--- config.mk ---
export PLATFORM = sky130hd
export DESIGN_NAME = decode_stage
export DESIGN_NICKNAME = d
export VERILOG_FILES = /design/src/rtl/decode_stage.sv
export SDC_FILE = /design/constraint.sdc
export NUM_CORES = 1
export LEC_CHECK = 0
export CAP_MARGIN = 20
export CORE_UTILIZATION = 51
export CTS_BUF_LIST = sky130_fd_sc_hd__clkbuf_4
export CTS_CLUSTER_SIZE = 30
export DETAILED_ROUTE_END_ITERATION = 16
export HOLD_SLACK_MARGIN = 0.03
export PLACE_DENSITY = 0.78
export SETUP_SLACK_MARGIN = 0.4
export SYNTH_ARGS = -nofsm -noshare
export SYNTH_HDL_FRONTEND = slang
export SYNTH_SLANG_ARGS = --single-unit
--- constraint.sdc ---
create_clock -name clk -period 3.05 [get_ports clk]
set_input_delay 0.915 -clock clk [delete_from_list [all_inputs] [get_ports clk]]
set_output_delay 0.915 -clock clk [all_outputs]
set_load 0.05 [all_outputs]
--- src/rtl/decode_stage.sv ---
// RV32I decode stage: decodes fetched beats into a 2-entry skid buffer
// feeding execute, with flush and a wrapping handed-down beat count.
module decode_stage #(
   parameter int PC_W  = 32,
   parameter int CNT_W = 16
) (
   input  logic             clk,
   input  logic             reset,
   input  logic             in_valid,
   output logic             in_ready,
   input  logic [31:0]      in_instr,
   input  logic [PC_W-1:0]  in_pc,
   input  logic             flush,
   output logic             out_valid,
   input  logic             out_ready,
   output logic [PC_W-1:0]  out_pc,
   output logic [4:0]       out_rd,
   output logic [4:0]       out_rs1,
   output logic [4:0]       out_rs2,
   output logic [2:0]       out_funct3,
   output logic             out_funct7b5,
   output logic [31:0]      out_imm,
   output logic [3:0]       out_op_class,
   output logic             out_illegal,
   output logic [CNT_W-1:0] out_count
);

   typedef struct packed {
      logic [PC_W-1:0] pc;
      logic [4:0]      rd;
      logic [4:0]      rs1;
      logic [4:0]      rs2;
      logic [2:0]      funct3;
      logic            funct7b5;
      logic [31:0]     imm;
      logic [3:0]      op_class;
      logic            illegal;
   } dec_t;

   dec_t             dec;
   dec_t             ent_q [2];
   dec_t             ent_d [2];
   logic [1:0]       occ_q, occ_d;
   logic             in_ready_q, in_ready_d;
   logic [CNT_W-1:0] count_q, count_d;

   logic [6:0]  opcode;
   logic [2:0]  f3;
   logic [6:0]  f7;
   logic [31:0] imm_i, imm_s, imm_b, imm_u, imm_j;
   logic [31:0] imm;
   logic [3:0]  cls;
   logic        has_rd;
   logic        bad;

   assign opcode = in_instr[6:0];
   assign f3     = in_instr[14:12];
   assign f7     = in_instr[31:25];

   assign imm_i = {{20{in_instr[31]}}, in_instr[31:20]};
   assign imm_s = {{20{in_instr[31]}}, in_instr[31:25], in_instr[11:7]};
   assign imm_b = {{19{in_instr[31]}}, in_instr[31], in_instr[7],
                   in_instr[30:25], in_instr[11:8], 1'b0};
   assign imm_u = {in_instr[31:12], 12'b0};
   assign imm_j = {{11{in_instr[31]}}, in_instr[31], in_instr[19:12],
                   in_instr[20], in_instr[30:21], 1'b0};

   always_comb begin
      cls    = 4'd15;
      imm    = '0;
      has_rd = 1'b0;
      bad    = 1'b0;
      case (opcode)
         7'b0110111: begin cls = 4'd0; imm = imm_u; has_rd = 1'b1; end
         7'b0010111: begin cls = 4'd1; imm = imm_u; has_rd = 1'b1; end
         7'b1101111: begin cls = 4'd2; imm = imm_j; has_rd = 1'b1; end
         7'b1100111: begin
            cls = 4'd3; imm = imm_i; has_rd = 1'b1;
            bad = (f3 != 3'b000);
         end
         7'b1100011: begin
            cls = 4'd4; imm = imm_b;
            bad = (f3[2:1] == 2'b01);
         end
         7'b0000011: begin
            cls = 4'd5; imm = imm_i; has_rd = 1'b1;
            bad = (f3 == 3'b011) || (f3[2:1] == 2'b11);
         end
         7'b0100011: begin
            cls = 4'd6; imm = imm_s;
            bad = (f3 >= 3'b011);
         end
         7'b0010011: begin
            cls = 4'd7; imm = imm_i; has_rd = 1'b1;
            if (f3 == 3'b001)
               bad = (f7 != 7'b0000000);
            else if (f3 == 3'b101)
               bad = (f7 != 7'b0000000) && (f7 != 7'b0100000);
         end
         7'b0110011: begin
            cls = 4'd8; has_rd = 1'b1;
            bad = !((f7 == 7'b0000000) ||
                    ((f7 == 7'b0100000) &&
                     ((f3 == 3'b000) || (f3 == 3'b101))));
         end
         7'b0001111: cls = 4'd9;
         7'b1110011: begin cls = 4'd10; has_rd = 1'b1; end
         default:    bad = 1'b1;
      endcase
      // illegal beats carry no destination or immediate
      if (bad) begin
         cls    = 4'd15;
         imm    = '0;
         has_rd = 1'b0;
      end
   end

   always_comb begin
      dec.pc       = in_pc;
      dec.rd       = has_rd ? in_instr[11:7] : 5'd0;
      dec.rs1      = in_instr[19:15];
      dec.rs2      = in_instr[24:20];
      dec.funct3   = f3;
      dec.funct7b5 = in_instr[30];
      dec.imm      = imm;
      dec.op_class = cls;
      dec.illegal  = bad;
   end

   logic       push, pop;
   logic [1:0] tail;

   assign push = in_valid & in_ready_q & ~flush;
   assign pop  = (occ_q != 2'd0) & out_ready;
   assign tail = occ_q - {1'b0, pop};

   always_comb begin
      ent_d   = ent_q;
      occ_d   = occ_q;
      count_d = count_q + {{(CNT_W-1){1'b0}}, pop};
      if (pop)
         ent_d[0] = ent_q[1];
      if (flush) begin
         occ_d = 2'd0;
      end else begin
         if (push) begin
            if (tail == 2'd0)
               ent_d[0] = dec;
            else
               ent_d[1] = dec;
         end
         occ_d = occ_q + {1'b0, push} - {1'b0, pop};
      end
      in_ready_d = (occ_d != 2'd2);
   end

   always_ff @(posedge clk or negedge reset) begin
      if (!reset) begin
         ent_q      <= '{default: '0};
         occ_q      <= 2'd0;
         in_ready_q <= 1'b0;
         count_q    <= '0;
      end else begin
         ent_q      <= ent_d;
         occ_q      <= occ_d;
         in_ready_q <= in_ready_d;
         count_q    <= count_d;
      end
   end

   assign in_ready     = in_ready_q;
   assign out_valid    = (occ_q != 2'd0);
   assign out_pc       = ent_q[0].pc;
   assign out_rd       = ent_q[0].rd;
   assign out_rs1      = ent_q[0].rs1;
   assign out_rs2      = ent_q[0].rs2;
   assign out_funct3   = ent_q[0].funct3;
   assign out_funct7b5 = ent_q[0].funct7b5;
   assign out_imm      = ent_q[0].imm;
   assign out_op_class = ent_q[0].op_class;
   assign out_illegal  = ent_q[0].illegal;
   assign out_count    = count_q;

endmodule

==> PnR_summary.wiki <==
{| class="wikitable"
! Metric !! Value
|-
| Clock transition at the registers of the reported paths || 0.15 ns
|-
| Wire length of the first global-routing pass || 39,500 um
|-
| Max_slew headroom || 60.3%
|-
| Floorplan die area || 0.0191 mm^2
|-
| Dominant delay contributor by cell family on the critical path || buffers and inverters
|-
| # fillers || 1,570
|-
| TritonCTS clock tree || yes
|-
| Max incr delay on CP || 0.57 ns
|-
| Number of clock buffers inserted by TritonCTS || 17
|-
| Aggregate routed wire length || 24,000 um
|-
| Syn_area_per_cell || 9.28 um^2
|-
| EDFF count, synth || 0
|-
| Final worst path period need || 2.55 ns
|-
| Quantity of I/O buffers inserted on ports || 174
|-
| Fin nets || 1,195
|-
| Crit. End Element || flop
|-
| Count of maximum capacitance violations || 0
|-
| Root buffer cell || clkbuf_4
|-
| Result of the run || finished with violations
|-
| Clock skew || 0.0136 ns
|-
| Worst hold slack || 0.336 ns
|-
| Sum of buffers and inverters on the critical path || 2
|-
| Pwr dens || 842 mW/mm^2
|-
| Cell total after placement || 1,332
|-
| Count of unique library cells instantiated by Yosys || 62
|-
| Clock Sink Count || 195
|-
| Ratio of final minimum period to clock period || 83.5%
|-
| Overall overflow remaining after global route || 0
|-
| Chain of cells forming the critical path || clkdlybuf4s50_1 > buf_4 > or2_4 > a2111oi_4 > and2_4 > a21oi_1 > o31ai_1
|-
| Residual DRC count || 22
|-
| Share of final-layout standard cells stronger than drive strength 1 || 10.3%
|-
| Failing checks || DRC
|-
| Largest fanout on the critical path || 11
|-
| Weighted congestion at the end of routability-driven global placement || 0.912
|-
| Clock Path Buffers || 2
|-
| DR WL/cell || 17.6 um
|-
| Initial core utilization || 52.3%
|-
| Worst-Skew Late Latency || 0.57 ns
|-
| Number of cell rows || 49
|-
| Crit path from || in_instr[6]
|-
| Core Footprint || 0.0181 mm^2
|-
| Relative area change from synthesis to final layout || 19.9%
|-
| Slew Viols, Final || 0
|-
| Number of warnings printed during yosys synthesis || 0
|-
| Initial antenna violation count || 1
|-
| Overall track demand over capacity in global routing || 26.3%
|-
| Maximum level of the CTS H-tree || 4
|-
| Via/cell ratio || 5.47
|-
| Die width || 138 um
|-
| Syn nets || 1,092
|-
| Max rail drop VDD || 0.613 mV
|-
| HPWL after DPL || 16,400 um
|-
| Synth Cell Area || 0.00945 mm^2
|-
| Most common library cells after synthesis || 290 x nand2_1, 195 x dfrtp_1, 88 x buf_4
|-
| Unrepaired setup endpoints after global routing || no
|-
| Drt initial violations || 543
|-
| Setup total negative slack || 0 ns
|-
| Total setup violations reported at the end of the flow || 0
|-
| Startpoint of the lowest-slack register-to-register path || occ_q[1]
|-
| Final hold violations || 0
|-
| Share of async-settable or async-resettable flops after synthesis || 100%
|-
| Mapped Cells || 1,019
|-
| 1st-pass router iterations || 11
|-
| Synth Register Bits || 195
|-
| Achievable clock frequency || 393 MHz
|-
| Ports || 175
|-
| Area share of the largest cell type after synthesis || 51.6%
|-
| Antenna Nets Post-Route || 0
|-
| Critical path class || input pin to flop
|-
| Leading post-synthesis cells by cell area || dfrtp_1 52%, nand2_1 12%, buf_4 7.0%
|-
| Required time worst endpoint || 3.53 ns
|-
| Via count of the first global-routing pass || 7,360
|-
| Data arrival time of the critical path || 3.03 ns
|-
| Largest net degree at the start of global routing || 99
|-
| Startpoint kind of the worst setup timing path || input pin
|-
| Fraction of the yosys area taken by sequential cells || 51.6%
|-
| Worst hold path class || input pin to asynchronous set/reset pin
|-
| Cell type with the largest total area after synthesis || dfrtp_1
|-
| Most repeated cell in the gate-level netlist after synthesis || nand2_1
|-
| Worst slew pin tran || 0.596 ns
|-
| Die Y-Extent || 138 um
|-
| Total via count after detailed routing || 7,460
|-
| Post-synth top flop || dfrtp_1
|-
| Worst path slowest cell || clkdlybuf4s50_1
|-
| Number of cells in the finished layout apart from fillers || 1,365
|-
| Total leakage power || 0.00532 uW
|}
metrics by stage:
| step | worst slack [ns] | util [%] | power (uW) | area (um^2) |
|---|---|---|---|---|
| after global placement | -0.000413 | 61.7 | 8360 | 11200 |
| after global routing | 0.425 | 62.7 | 10100 | 11300 |
| after floorplan | 0.530 | - | 7340 | 9450 |
| after detailed placement | -0.0576 | 61.7 | 8450 | 11200 |
| after CTS | 0.278 | 62.7 | 9620 | 11300 |
| final | 0.503 | 62.7 | 9550 | 11300 |
per-layer routing:
layer	vias to the layer above	GRT usage [%]	part of all wire, %
met5	-	0	0
met4	0	7.57	1.6
met3	29	4.99	5.2
met2	218	41.0	46
met1	3614	37.6	47
li1	3599	-	-
report_power, final:
part / leakage [uW] / internal (uW) / switching, uW
sequential: 0.00250 / 3360 / 423
clock: 0.000165 / 592 / 897
combinational: 0.00266 / 1270 / 3010
repair_timing:
action                     CTS  global route
resized for setup          106             2
hold buffers                 0             0
setup endpoints to repair  106             1
gates cloned                 0             0
setup buffers                0             0
worst paths after layout:
check / end / slack (ns) / cells past startpoint
max in group asynchronous: out_rd[3] / 1.98 / 2
worst min register to register: out_count[15] / 0.49 / 1
worst max register to register: in_ready / 0.89 / 9
worst max-delay path: ent_q[25] / 0.50 / 7
worst min-delay path: ent_q[43] / 0.34 / 1
min in group clk: out_count[15] / 0.49 / 1
area by class of cell:
class / count / area, um^2 / share of cell area (%)
antenna: 1 / 2.50 / 0.0221
clock inverter: 14 / 174 / 1.53
clock buffer: 18 / 135 / 1.19
timing repair buffer: 232 / 2180 / 19.2
inverter: 5 / 21.3 / 0.188
tap: 229 / 287 / 2.53
sequential: 195 / 4880 / 43.0
multi-input combinational: 671 / 3660 / 32.2
placed cells by master (no fill, tap or decap), drive strengths merged, types with 6 or more instances in the layout:
cell           netlist  final
nand2              290    290
clkbuf              38     20
buf                110     58
nor2                67     67
xnor2                8      8
mux2i               41     41
a21oi               30     30
inv                  5     11
o22ai               39     39
nand4                6      6
dfrtp              195    195
a31oi               49     49
xor2                10     10
nor3                10     10
o21ai               21     21
dlygate4sd2          0    105
nand3               17     17
clkdlybuf4s50        0     67
a22oi                7      7
o31ai               21     21
cells by family (layout without fill, tap and decap cells):
logic type	count (synthesis)	in the layout	synth area share [%]
buffers and inverters	153	269	9.94
DFF	195	195	51.6
xor gates and xnor gates	18	18	1.67
adders and majority gates	4	4	0.529
other	0	1	0
and+or+nand+nor	426	426	19.1
AOI/OAI and AO/OA	181	181	12.7
muxes	42	42	4.46
worst register-to-register path, stage by stage (launching register included):
cell	delay (ns)
dfrtp_1	0.46
or2_2	0.33
nand2_2	0.10
inv_4	0.07
ha_1	0.28
inv_1	0.05
ha_1	0.14
xor2_1	0.20
xnor2_1	0.11
or3_1	0.32
flip-flops by register name, indices dropped and copies added (netlist names), 2 cells and up:
name          count
out_rs1           5
ent_q            88
out_funct3        3
occ_q             2
out_count        16
out_rd            5
out_rs2           5
out_imm          32
out_op_class      4
out_pc           32
Power figures use the tool's default switching activity.
